**src/rtl/sbox_key_add_pkg.sv**
```systemverilog
// Shared constants for the iterated S-box/key-add engine: nibble width, S-box table, FSM states.
package sbox_key_add_pkg;

  localparam int unsigned NIBBLE_W = 4;

  // 4-bit bijective S-box with SBOX(0) = 0
  localparam logic [3:0] SBOX_TABLE [16] = '{
    4'h0, 4'hE, 4'h4, 4'hD, 4'h1, 4'h2, 4'hF, 4'hB,
    4'h8, 4'h3, 4'hA, 4'h6, 4'hC, 4'h5, 4'h9, 4'h7
  };

  typedef enum logic [1:0] {
    ST_IDLE = 2'd0,
    ST_RUN  = 2'd1,
    ST_DONE = 2'd2
  } state_e;

endpackage

```
**src/rtl/sbox_key_add_iter_sbox4.sv**
```systemverilog
// Combinational 4-bit S-box lookup.
module sbox4
  import sbox_key_add_pkg::*;
(
  input  logic [NIBBLE_W-1:0] x,
  output logic [NIBBLE_W-1:0] y_c
);

  assign y_c = SBOX_TABLE[x];

endmodule

```
**src/rtl/sbox_key_add_iter.sv**
```systemverilog
// Iterated S-box/key-add engine with optional duplicated datapath for fault detection.
module sbox_key_add_iter
  import sbox_key_add_pkg::*;
#(
  parameter int unsigned NIBBLES   = 4,
  parameter int unsigned ROUNDS    = 4,
  parameter int unsigned REDUNDANT = 1
) (
  input  logic                          clock,
  input  logic                          reset,
  input  logic                          io_in_valid,
  output logic                          io_in_ready,
  input  logic [NIBBLES*NIBBLE_W-1:0]   io_in_state,
  input  logic [NIBBLES*NIBBLE_W-1:0]   io_in_key,
  input  logic                          io_flt_en,
  input  logic [3:0]                    io_flt_round,
  input  logic [NIBBLES*NIBBLE_W-1:0]   io_flt_mask,
  output logic                          io_out_valid,
  input  logic                          io_out_ready,
  output logic [NIBBLES*NIBBLE_W-1:0]   io_out_data,
  output logic                          io_out_fault
);

  localparam int unsigned W     = NIBBLES * NIBBLE_W;
  localparam int unsigned CNT_W = 4;

  state_e           state_q, state_d;
  logic [W-1:0]     pri_q, pri_d, key_q, key_d;
  logic [CNT_W-1:0] cnt_q, cnt_d;
  logic             ready_d, valid_d, fault_d;
  logic [W-1:0]     data_d;

  logic [W-1:0]     pri_sb, pri_rnd, key_rot;
  logic             flt_hit, mism_c, load_c, step_c;

  for (genvar i = 0; i < NIBBLES; i++) begin : g_pri
    sbox4 u_sbox (.x(pri_q[i*NIBBLE_W +: NIBBLE_W]), .y_c(pri_sb[i*NIBBLE_W +: NIBBLE_W]));
  end

  // Fault mask only touches the primary path; cnt_q < ROUNDS in RUN so out-of-range rounds never hit
  assign flt_hit = io_flt_en && (io_flt_round == cnt_q);
  assign pri_rnd = pri_sb ^ key_q ^ (flt_hit ? io_flt_mask : W'(0));
  assign key_rot = (key_q << NIBBLE_W) | (key_q >> (W - NIBBLE_W));

  if (REDUNDANT != 0) begin : g_red
    logic [W-1:0] red_q, red_sb, red_rnd;

    for (genvar i = 0; i < NIBBLES; i++) begin : g_sb
      sbox4 u_sbox (.x(red_q[i*NIBBLE_W +: NIBBLE_W]), .y_c(red_sb[i*NIBBLE_W +: NIBBLE_W]));
    end

    assign red_rnd = red_sb ^ key_q;
    assign mism_c  = (pri_rnd != red_rnd);

    always_ff @(posedge clock or posedge reset) begin
      if (reset)       red_q <= '0;
      else if (load_c) red_q <= io_in_state;
      else if (step_c) red_q <= red_rnd;
    end
  end else begin : g_nored
    assign mism_c = 1'b0;
  end

  // State and output registers
  always_ff @(posedge clock or posedge reset) begin
    if (reset) begin
      state_q      <= ST_IDLE;
      pri_q        <= '0;
      key_q        <= '0;
      cnt_q        <= '0;
      io_in_ready  <= 1'b1;
      io_out_valid <= 1'b0;
      io_out_data  <= '0;
      io_out_fault <= 1'b0;
    end else begin
      state_q      <= state_d;
      pri_q        <= pri_d;
      key_q        <= key_d;
      cnt_q        <= cnt_d;
      io_in_ready  <= ready_d;
      io_out_valid <= valid_d;
      io_out_data  <= data_d;
      io_out_fault <= fault_d;
    end
  end

  // Next-state and output logic; results are latched on the final round
  always_comb begin
    state_d = state_q;
    pri_d   = pri_q;
    key_d   = key_q;
    cnt_d   = cnt_q;
    ready_d = io_in_ready;
    valid_d = io_out_valid;
    data_d  = io_out_data;
    fault_d = io_out_fault;
    load_c  = 1'b0;
    step_c  = 1'b0;
    case (state_q)
      ST_IDLE: begin
        if (io_in_valid) begin
          load_c  = 1'b1;
          state_d = ST_RUN;
          pri_d   = io_in_state;
          key_d   = io_in_key;
          cnt_d   = '0;
          ready_d = 1'b0;
        end
      end
      ST_RUN: begin
        step_c = 1'b1;
        pri_d  = pri_rnd;
        key_d  = key_rot;
        cnt_d  = cnt_q + CNT_W'(1);
        if (cnt_q == CNT_W'(ROUNDS - 1)) begin
          state_d = ST_DONE;
          valid_d = 1'b1;
          fault_d = mism_c;
          data_d  = mism_c ? W'(0) : pri_rnd;
        end
      end
      ST_DONE: begin
        if (io_out_ready) begin
          state_d = ST_IDLE;
          valid_d = 1'b0;
          ready_d = 1'b1;
          data_d  = '0;
          fault_d = 1'b0;
        end
      end
      default: state_d = ST_IDLE;
    endcase
  end

endmodule

```
**config.mk**
```make
export PLATFORM = sky130hd
export DESIGN_NAME = sbox_key_add_iter
export DESIGN_NICKNAME = d
export VERILOG_FILES = /design/src/rtl/sbox_key_add_pkg.sv /design/src/rtl/sbox_key_add_iter_sbox4.sv /design/src/rtl/sbox_key_add_iter.sv
export SDC_FILE = /design/constraint.sdc
export NUM_CORES = 1
export LEC_CHECK = 0
export CAP_MARGIN = 20
export CORE_UTILIZATION = 50
export CTS_CLUSTER_DIAMETER = 150
export DETAILED_ROUTE_END_ITERATION = 10
export PLACE_DENSITY = 0.85
export SYNTH_ARGS = -nofsm -noshare
export SYNTH_HDL_FRONTEND = slang
export SYNTH_SLANG_ARGS = --single-unit
```
**constraint.sdc**
```tcl
create_clock -name clock -period 2.2 [get_ports clock]
set_input_delay 0.44 -clock clock [delete_from_list [all_inputs] [get_ports clock]]
set_output_delay 0.44 -clock clock [all_outputs]
set_load 0.02 [all_outputs]
```
==> key figures, run 1 <==
Status
  • Status: complete, but fails checks
  • Failing checks: negative setup slack

GRT
  • Vias in the first global route: 5179
  • Largest net degree at the start of global routing: 74
  • Global-route wire length before repair: 25.1 mm
  • Grt total ovfl: 0
  • Antenna violations before repair: 0
  • GRT Overall Usage: 31.5%

Yosys
  • Synth top area cells: dfrtp_1 (35%), xnor2_1 (5.8%), xor2_1 (5.5%)
  • Synthesized Nets: 643
  • Cell Area, Synth: 5120 um^2
  • Synth async-reset ratio: 100%
  • Syn Inst Count: 585
  • Synth Register Bits: 73
  • Yosys top cell area share: 35.2%
  • Main synth FF type: dfrtp_1
  • Top cells by count, synth: dfrtp_1 (72), nand2_1 (72), nor2_1 (66)
  • Register area share after synthesis: 35.7%
  • Post-synth cell types: 55
  • Top cell type by total area after synthesis: dfrtp_1
  • Yosys warns: 0
  • Syn_area_per_cell: 8.75 um^2
  • Post-synth EDFFs: 0

Clocking
  • CTS tree: built
  • Clock-pin slew on the worst setup and hold paths: 80 ps
  • Maximum clock insertion buffer count: 2
  • H-tree levels: 3
  • Clk_lat worst skew: 360 ps
  • Num CTS Buffers: 9
  • Clock Sinks: 73
  • Clk root buf: clkbuf_8

Setup path
  • Reg2reg path depth: 9
  • Worst Path Max Fanout: 8
  • Req. time, crit path: 2480 ps
  • Worst Setup End Kind: flop
  • Critical R2R Launch: pri_q[5]$_DFFE_PP0P_
  • CP Launch Type: flop
  • Setup CP Type: flop to flop
  • RR Endpoint: io_out_data[10]$_DFFE_PP0P_
  • Crit path from: pri_q[5]$_DFFE_PP0P_
  • Critical path capture point: io_out_data[10]$_DFFE_PP0P_
  • Crit path DAT: 2830 ps
  • R2R setup slack: -350 ps

Placed design
  • Final HPWL DP: 11.4 mm
  • RD Place Congestion: 0.921
  • IO Port Bufs: 75

Cells and area
  • Layout cells sized above 1: 26.3%
  • # diodes: 0
  • Layout fillers: 609
  • Area delta synth->final: 40.2%
  • Nets: 787

Timing
  • Setup TNS: -5280 ps
  • RSZ-0062 raised after global routing: yes
  • Final setup fails: 17
  • Final Cycle Share: 116%
  • Setup WS post-layout: -355 ps
  • Tmin final: 2550 ps
  • Slew Viols, Final: 0
  • Final hold viol count: 0
  • Worst-margin pin slew: 952 ps
  • Slew Limit Headroom: 36.4%
  • Fmax: 0.391 GHz
  • Setup Skew: 8.96 ps

Worst hold path
  • Hold Path Class: flop to flop

Drt
  • Post-route DRC violation count: 0
  • Drt via density: 6.17
  • Drt first pass iters: 5
  • First DRT Iteration DRCs: 441
  • Routed length per instance: 19.4 um
  • Via count: 5348
  • Routed wire length: 16.8 mm
  • Final ANT Viol Nets: 0

Floorplan
  • I/O pins: 76
  • Row cnt: 36
  • Die height: 103 um
  • Starting Density: 51.9%
  • Placeable core region: 9860 um^2
  • Die Width: 103 um
  • Die area: 10600 um^2

Run
  • Max-cap violation count: 0
==> how the worst min path moves through the flow <==
stage | to | start | cells after the start | slack [ps]
finish | io_out_valid$_DFFE_PP0P_ | io_out_valid$_DFFE_PP0P_ | 2 | 490
global route | io_out_data[11]$_DFFE_PP0P_ | io_out_data[11]$_DFFE_PP0P_ | 2 | 520
CTS | io_out_data[11]$_DFFE_PP0P_ | io_out_data[11]$_DFFE_PP0P_ | 2 | 490
detailed placement | io_out_valid$_DFFE_PP0P_ | io_out_valid$_DFFE_PP0P_ | 2 | 470
global placement | io_out_valid$_DFFE_PP0P_ | io_out_valid$_DFFE_PP0P_ | 2 | 460
floorplan | cnt_q[3]$_DFFE_PP0P_ | cnt_q[3]$_DFFE_PP0P_ | 1 | 500
==> stage by stage <==
stage                     setup slack [ps]  instances  hold WS [ps]  cell area, um^2  util, %
final                                 -355        867           488             7180     72.8
after global routing                  -454        867           523             7180     72.8
after CTS                             -273        857           489             6890     69.9
after detailed placement              -680        833           473             6590     66.8
after global placement                -531        833           464             6590     66.8
after floorplan                       -117        585           499             5180        -
==> timing repair <==
action	in CTS	in global routing
buffers inserted	8	8
hold buffers	0	0
gates cloned	0	2
endpoints found under the hold margin	0	0
resized for setup	22	34
setup endpoints to repair	17	21
pin swaps	18	22
==> metal layers <==
metal	wire, um	global-route usage (%)	vias up	share of wire [%]
li1	-	-	2350	-
met1	6140	36.5	2566	37
met2	8300	54.2	341	49
met3	1350	6.32	91	8.0
met4	1010	19.1	0	6.0
met5	0	0	-	0
==> cells by family (layout without fill, tap and decap cells) <==
kind of cell / after synthesis / after routing / share of synthesized area (%)
DFF: 73 / 73 / 35.7
and+or+nand+nor: 220 / 220 / 21.1
muxes: 20 / 20 / 4.01
buffers and inverters: 60 / 209 / 5.18
xor gates and xnor gates: 76 / 76 / 15.6
AOI/OAI and AO/OA: 135 / 135 / 18.1
adders and majority gates: 1 / 1 / 0.244
==> area by class of cell <==
type                       instances  area (um^2)  area share [%]
multi-input combinational        452         3270            45.6
clock buffer                      13          159            2.21
inverter                           5         22.5           0.314
clock inverter                     3         15.0           0.209
timing repair buffer             188         1710            23.8
tap                              133          166            2.32
sequential                        73         1830            25.5
==> flip-flops by register name (all words and copies together), names as in the netlist <==
signal        flops
cnt_q             4
g_red.red_q      16
io_in_ready       1
io_out_data      16
io_out_fault      1
io_out_valid      1
key_q            16
pri_q            16
state_q           2
==> critical path, stage by stage, from the launching register on <==
cell,delay [ps]
dfrtp_1,430
nor3b_2,180
a311oi_2,270
buf_4,190
xnor2_2,130
xnor3_1,470
nor4_4,310
nand4b_4,180
buf_6,180
o21ai_1,140
==> cells in the final DEF, fill, tap and decap left out, types with 5 or more instances in the layout <==
cell type | netlist | routed
buf_4 | 1 | 102
clkdlybuf4s50_1 | 0 | 74
nand2_1 | 72 | 72
dfrtp_1 | 72 | 67
nor2_1 | 66 | 57
o21ai_0 | 40 | 35
a22oi_1 | 31 | 31
xor2_1 | 32 | 28
xnor2_1 | 34 | 25
nand4_1 | 24 | 24
mux2i_1 | 19 | 19
nand3_1 | 15 | 14
o21ai_2 | 10 | 14
a31oi_1 | 12 | 12
clkbuf_8 | 0 | 11
xnor2_2 | 1 | 10
nand2b_1 | 12 | 10
nor3b_1 | 8 | 7
xnor3_1 | 7 | 7
nand3b_1 | 7 | 7
nor2_2 | 1 | 7
o22ai_1 | 6 | 6
nor2b_1 | 5 | 5
dfrtp_2 | 0 | 5
Power of run 1 is not shown: default switching activity piles up to over one toggle a cycle in this logic, so the estimate is an artifact.
==> run 2, diff against run 1 <==
- CORE_UTILIZATION: 50 -> 60
- CTS_BUF_LIST: default -> sky130_fd_sc_hd__clkbuf_4 sky130_fd_sc_hd__clkbuf_8
- DONT_BUFFER_PORTS: default -> 1
- PLACE_DENSITY: 0.85 -> 0.87
==> run 2 against run 1 <==
Effect of this change: the run still ends with negative setup slack left; core utilization up 1.2 points; worst setup slack improved by 16 ps; worst hold slack worse by 480 ps; count of clock-buffer cells in the layout unchanged; non-clock buffer count fell by 101; via count fell by 8.9%; routed wire length fell by 10%; first-iteration DRC count shrank 4.3%; global-route usage is 3.9 points higher; critical path type unchanged; critical endpoint is now io_out_data[8]$_DFFE_PP0P_; highest routed layer unchanged.
==> key figures, run 2 (synthesized netlist as in run 1, its figures left out) <==
Setup path
  • CP Launch Type: flop
  • Reg2reg path depth: 9 (unchanged)
  • Worst Setup End Kind: flop
  • RR Endpoint: io_out_data[8]$_DFFE_PP0P_
  • Worst Path Max Fanout: 7 (-1)
  • CP max stage cell: dfrtp_1
  • R2R setup slack: -340 ps (+20 ps)
  • Crit path buffers/inverters: 2 (unchanged)
  • CP delay by family, top: simple AND/OR/NAND/NOR gates
  • Crit path DAT: 2840 ps (about the same)
  • Req. time, crit path: 2500 ps (+20 ps)
  • Crit-path cells: xnor2_2, nand3_2, buf_4, nor2_1, xnor3_1, nor4_4, nand4b_4, buf_6, o21ai_2
  • Worst path max stage delay: 430 ps (-40 ps)
  • Setup CP Type: flop to flop
  • Critical R2R Launch: cnt_q[1]$_DFFE_PP0P_

GRT
  • Antenna violations before repair: 0 (unchanged)
  • Global-route wire length before repair: 23.6 mm (-5.9%)
  • GRT Overall Usage: 35.5% (+3.9 points)
  • Vias in the first global route: 4785 (-7.6%)
  • Largest net degree at the start of global routing: 46 (-38%)
  • Grt total ovfl: 0 (unchanged)

Drt
  • First DRT Iteration DRCs: 422 (-4.3%)
  • Via count: 4873 (-8.9%)
  • Drt first pass iters: 6 (+1)
  • Final ANT Viol Nets: 0 (unchanged)
  • Post-route DRC violation count: 0 (unchanged)
  • Routed length per instance: 20.4 um (+5.6%)
  • Routed wire length: 15.1 mm (-10%)
  • Drt via density: 6.60 (+7.0%)

Cells and area
  • End-of-flow core utilization: 74.0% (+1.2 points)
  • Nets: 686 (-13%)
  • Layout cells sized above 1: 23.2% (-3.1 points)
  • # diodes: 0 (unchanged)
  • Commonest non-fill, non-tap cell in the layout: buf_4
  • Most frequent cells in the layout: buf_4 (81), nand2_1 (72), dfrtp_1 (68), nor2_1 (63), o21ai_0 (35)
  • Area delta synth->final: 18.7%

Clocking
  • Num CTS Buffers: 9 (unchanged)
  • Clock Sinks: 73 (unchanged)
  • Clk_lat worst skew: 370 ps (about the same)
  • Clk root buf: clkbuf_8
  • Cts hold-fix bufs: 0 (unchanged)
  • CTS tree: built
  • Maximum clock insertion buffer count: 2 (unchanged)
  • Clock-pin slew on the worst setup and hold paths: 80 ps (about the same)
  • H-tree levels: 3 (unchanged)

Floorplan
  • I/O pins: 76 (unchanged)
  • Starting Density: 62.3% (+10 points)
  • Die height: 94.4 um (-8.5%)
  • Placeable core region: 8220 um^2 (-17%)
  • Die Width: 94.4 um (-8.5%)
  • Row cnt: 33 (-8.3%)
  • Die area: 8910 um^2 (-16%)

Timing
  • Slew Viols, Final: 0 (unchanged)
  • Final setup fails: 17 (unchanged)
  • Final Cycle Share: 115% (-0.74 points)
  • Fmax: 0.394 GHz (+0.64%)
  • Setup Skew: 10.3 ps (+1.38 ps)
  • Slew Limit Headroom: 58.2% (+22 points)
  • RSZ-0062 raised after global routing: yes
  • Final hold viol count: 0 (unchanged)
  • Tmin final: 2540 ps (-16.4 ps)
  • Worst-margin pin slew: 626 ps (-326 ps)
  • Setup WS post-layout: -338 ps (+16.4 ps)

Worst hold path
  • Hold Path Class: primary input to asynchronous set/reset pin

Placed design
  • Final HPWL DP: 10.5 mm (-7.8%)
  • RD Place Congestion: 0.941 (+2.2%)
  • IO Port Bufs: 0 (-100%)

Status
  • Status: complete, but fails checks
  • Failing checks: negative setup slack

Run
  • Max-cap violation count: 0 (unchanged)
run 2: cell types whose count changed in the layout (fill, tap and decap cells not counted), moves of 3 or more:
cell	previous run	this run
clkdlybuf4s50_1	74	0
xor2_1	28	31
nor2_1	57	63
nor2_2	7	2
buf_6	4	1
xnor2_1	25	31
buf_4	102	81
xnor2_2	10	4
xor2_2	4	1
clkinv_2	3	0
run 2: worst max path at each step:
stage	end	cells after the start	from	slack [ps]
after floorplan	io_out_data[0]$_DFFE_PP0P_	9	pri_q[14]$_DFFE_PP0P_	-120
after global placement	io_out_data[3]$_DFFE_PP0P_	8	g_red.red_q[5]$_DFFE_PP0P_	-120
after detailed placement	io_out_data[10]$_DFFE_PP0P_	8	pri_q[9]$_DFFE_PP0P_	-320
after CTS	io_out_data[6]$_DFFE_PP0P_	8	pri_q[12]$_DFFE_PP0P_	-250
after global routing	io_out_data[9]$_DFFE_PP0P_	9	cnt_q[1]$_DFFE_PP0P_	-420
final	io_out_data[8]$_DFFE_PP0P_	9	cnt_q[1]$_DFFE_PP0P_	-340
run 2: timing repair:
item	4_1_cts	5_1_grt
resized for setup	17	11
setup endpoints to repair	17	17
pin swaps	13	10
setup buffers	3	2
run 2: final cells by class:
cell class | count | area, um^2
Fill cell | 552 | 2140
Inverter | 5 | 22.5
Clock inverter | 3 | 46.3
Tap cell | 105 | 131
Multi-Input combinational cell | 452 | 3160
Sequential cell | 73 | 1830
Timing Repair Buffer | 87 | 714
Clock buffer | 13 | 173
run 2: metal layers:
metal	global-route usage [%]	vias to the layer above	share of wire [%]
met5	0	-	0
met4	18.8	0	4.6
met3	9.82	82	9.7
met2	57.5	291	47
met1	42.9	2352	38
li1	-	2148	-
run 2: through the flow:
| stage | setup slack [ps] | instance area, um^2 | instances | setup TNS (ps) | hold slack [ps] |
|---|---|---|---|---|---|
| after floorplan | -117 | 5180 | 585 | -1210 | 499 |
| after global placement | -119 | 5710 | 717 | -1830 | 421 |
| after detailed placement | -319 | 5710 | 717 | -4560 | 431 |
| final | -338 | 6080 | 738 | -5370 | 12.9 |
| after CTS | -254 | 6020 | 736 | -3930 | 40.5 |
| after global routing | -422 | 6080 | 738 | -6810 | 66.1 |
run 2: worst register-to-register path, stage by stage (launching register included):
cell and delay [ps]:
dfrtp_1 430, xnor2_2 240, nand3_2 170, buf_4 190
nor2_1 230, xnor3_1 400, nor4_4 320, nand4b_4 180
buf_6 180, o21ai_2 140
Power of run 2 is left out for the same reason.
==> run 3, diff against run 2 <==
--- a/config.mk
+++ b/config.mk
@@ -16,2 +16,3 @@
 export SYNTH_HDL_FRONTEND = slang
 export SYNTH_SLANG_ARGS = --single-unit
+export TNS_END_PERCENT = 100
==> constraint.sdc (replaced) <==
create_clock -name clock -period 2.2 [get_ports clock]
set_input_delay 0.44 -clock clock [delete_from_list [all_inputs] [get_ports clock]]
set_output_delay 0.44 -clock clock [all_outputs]
set_load 0.005 [all_outputs]
==> results of run 3 <==
The final DEF is identical to that of run 2. Status: complete, but fails checks: negative setup slack.
Power of run 3 is left out for the same reason.
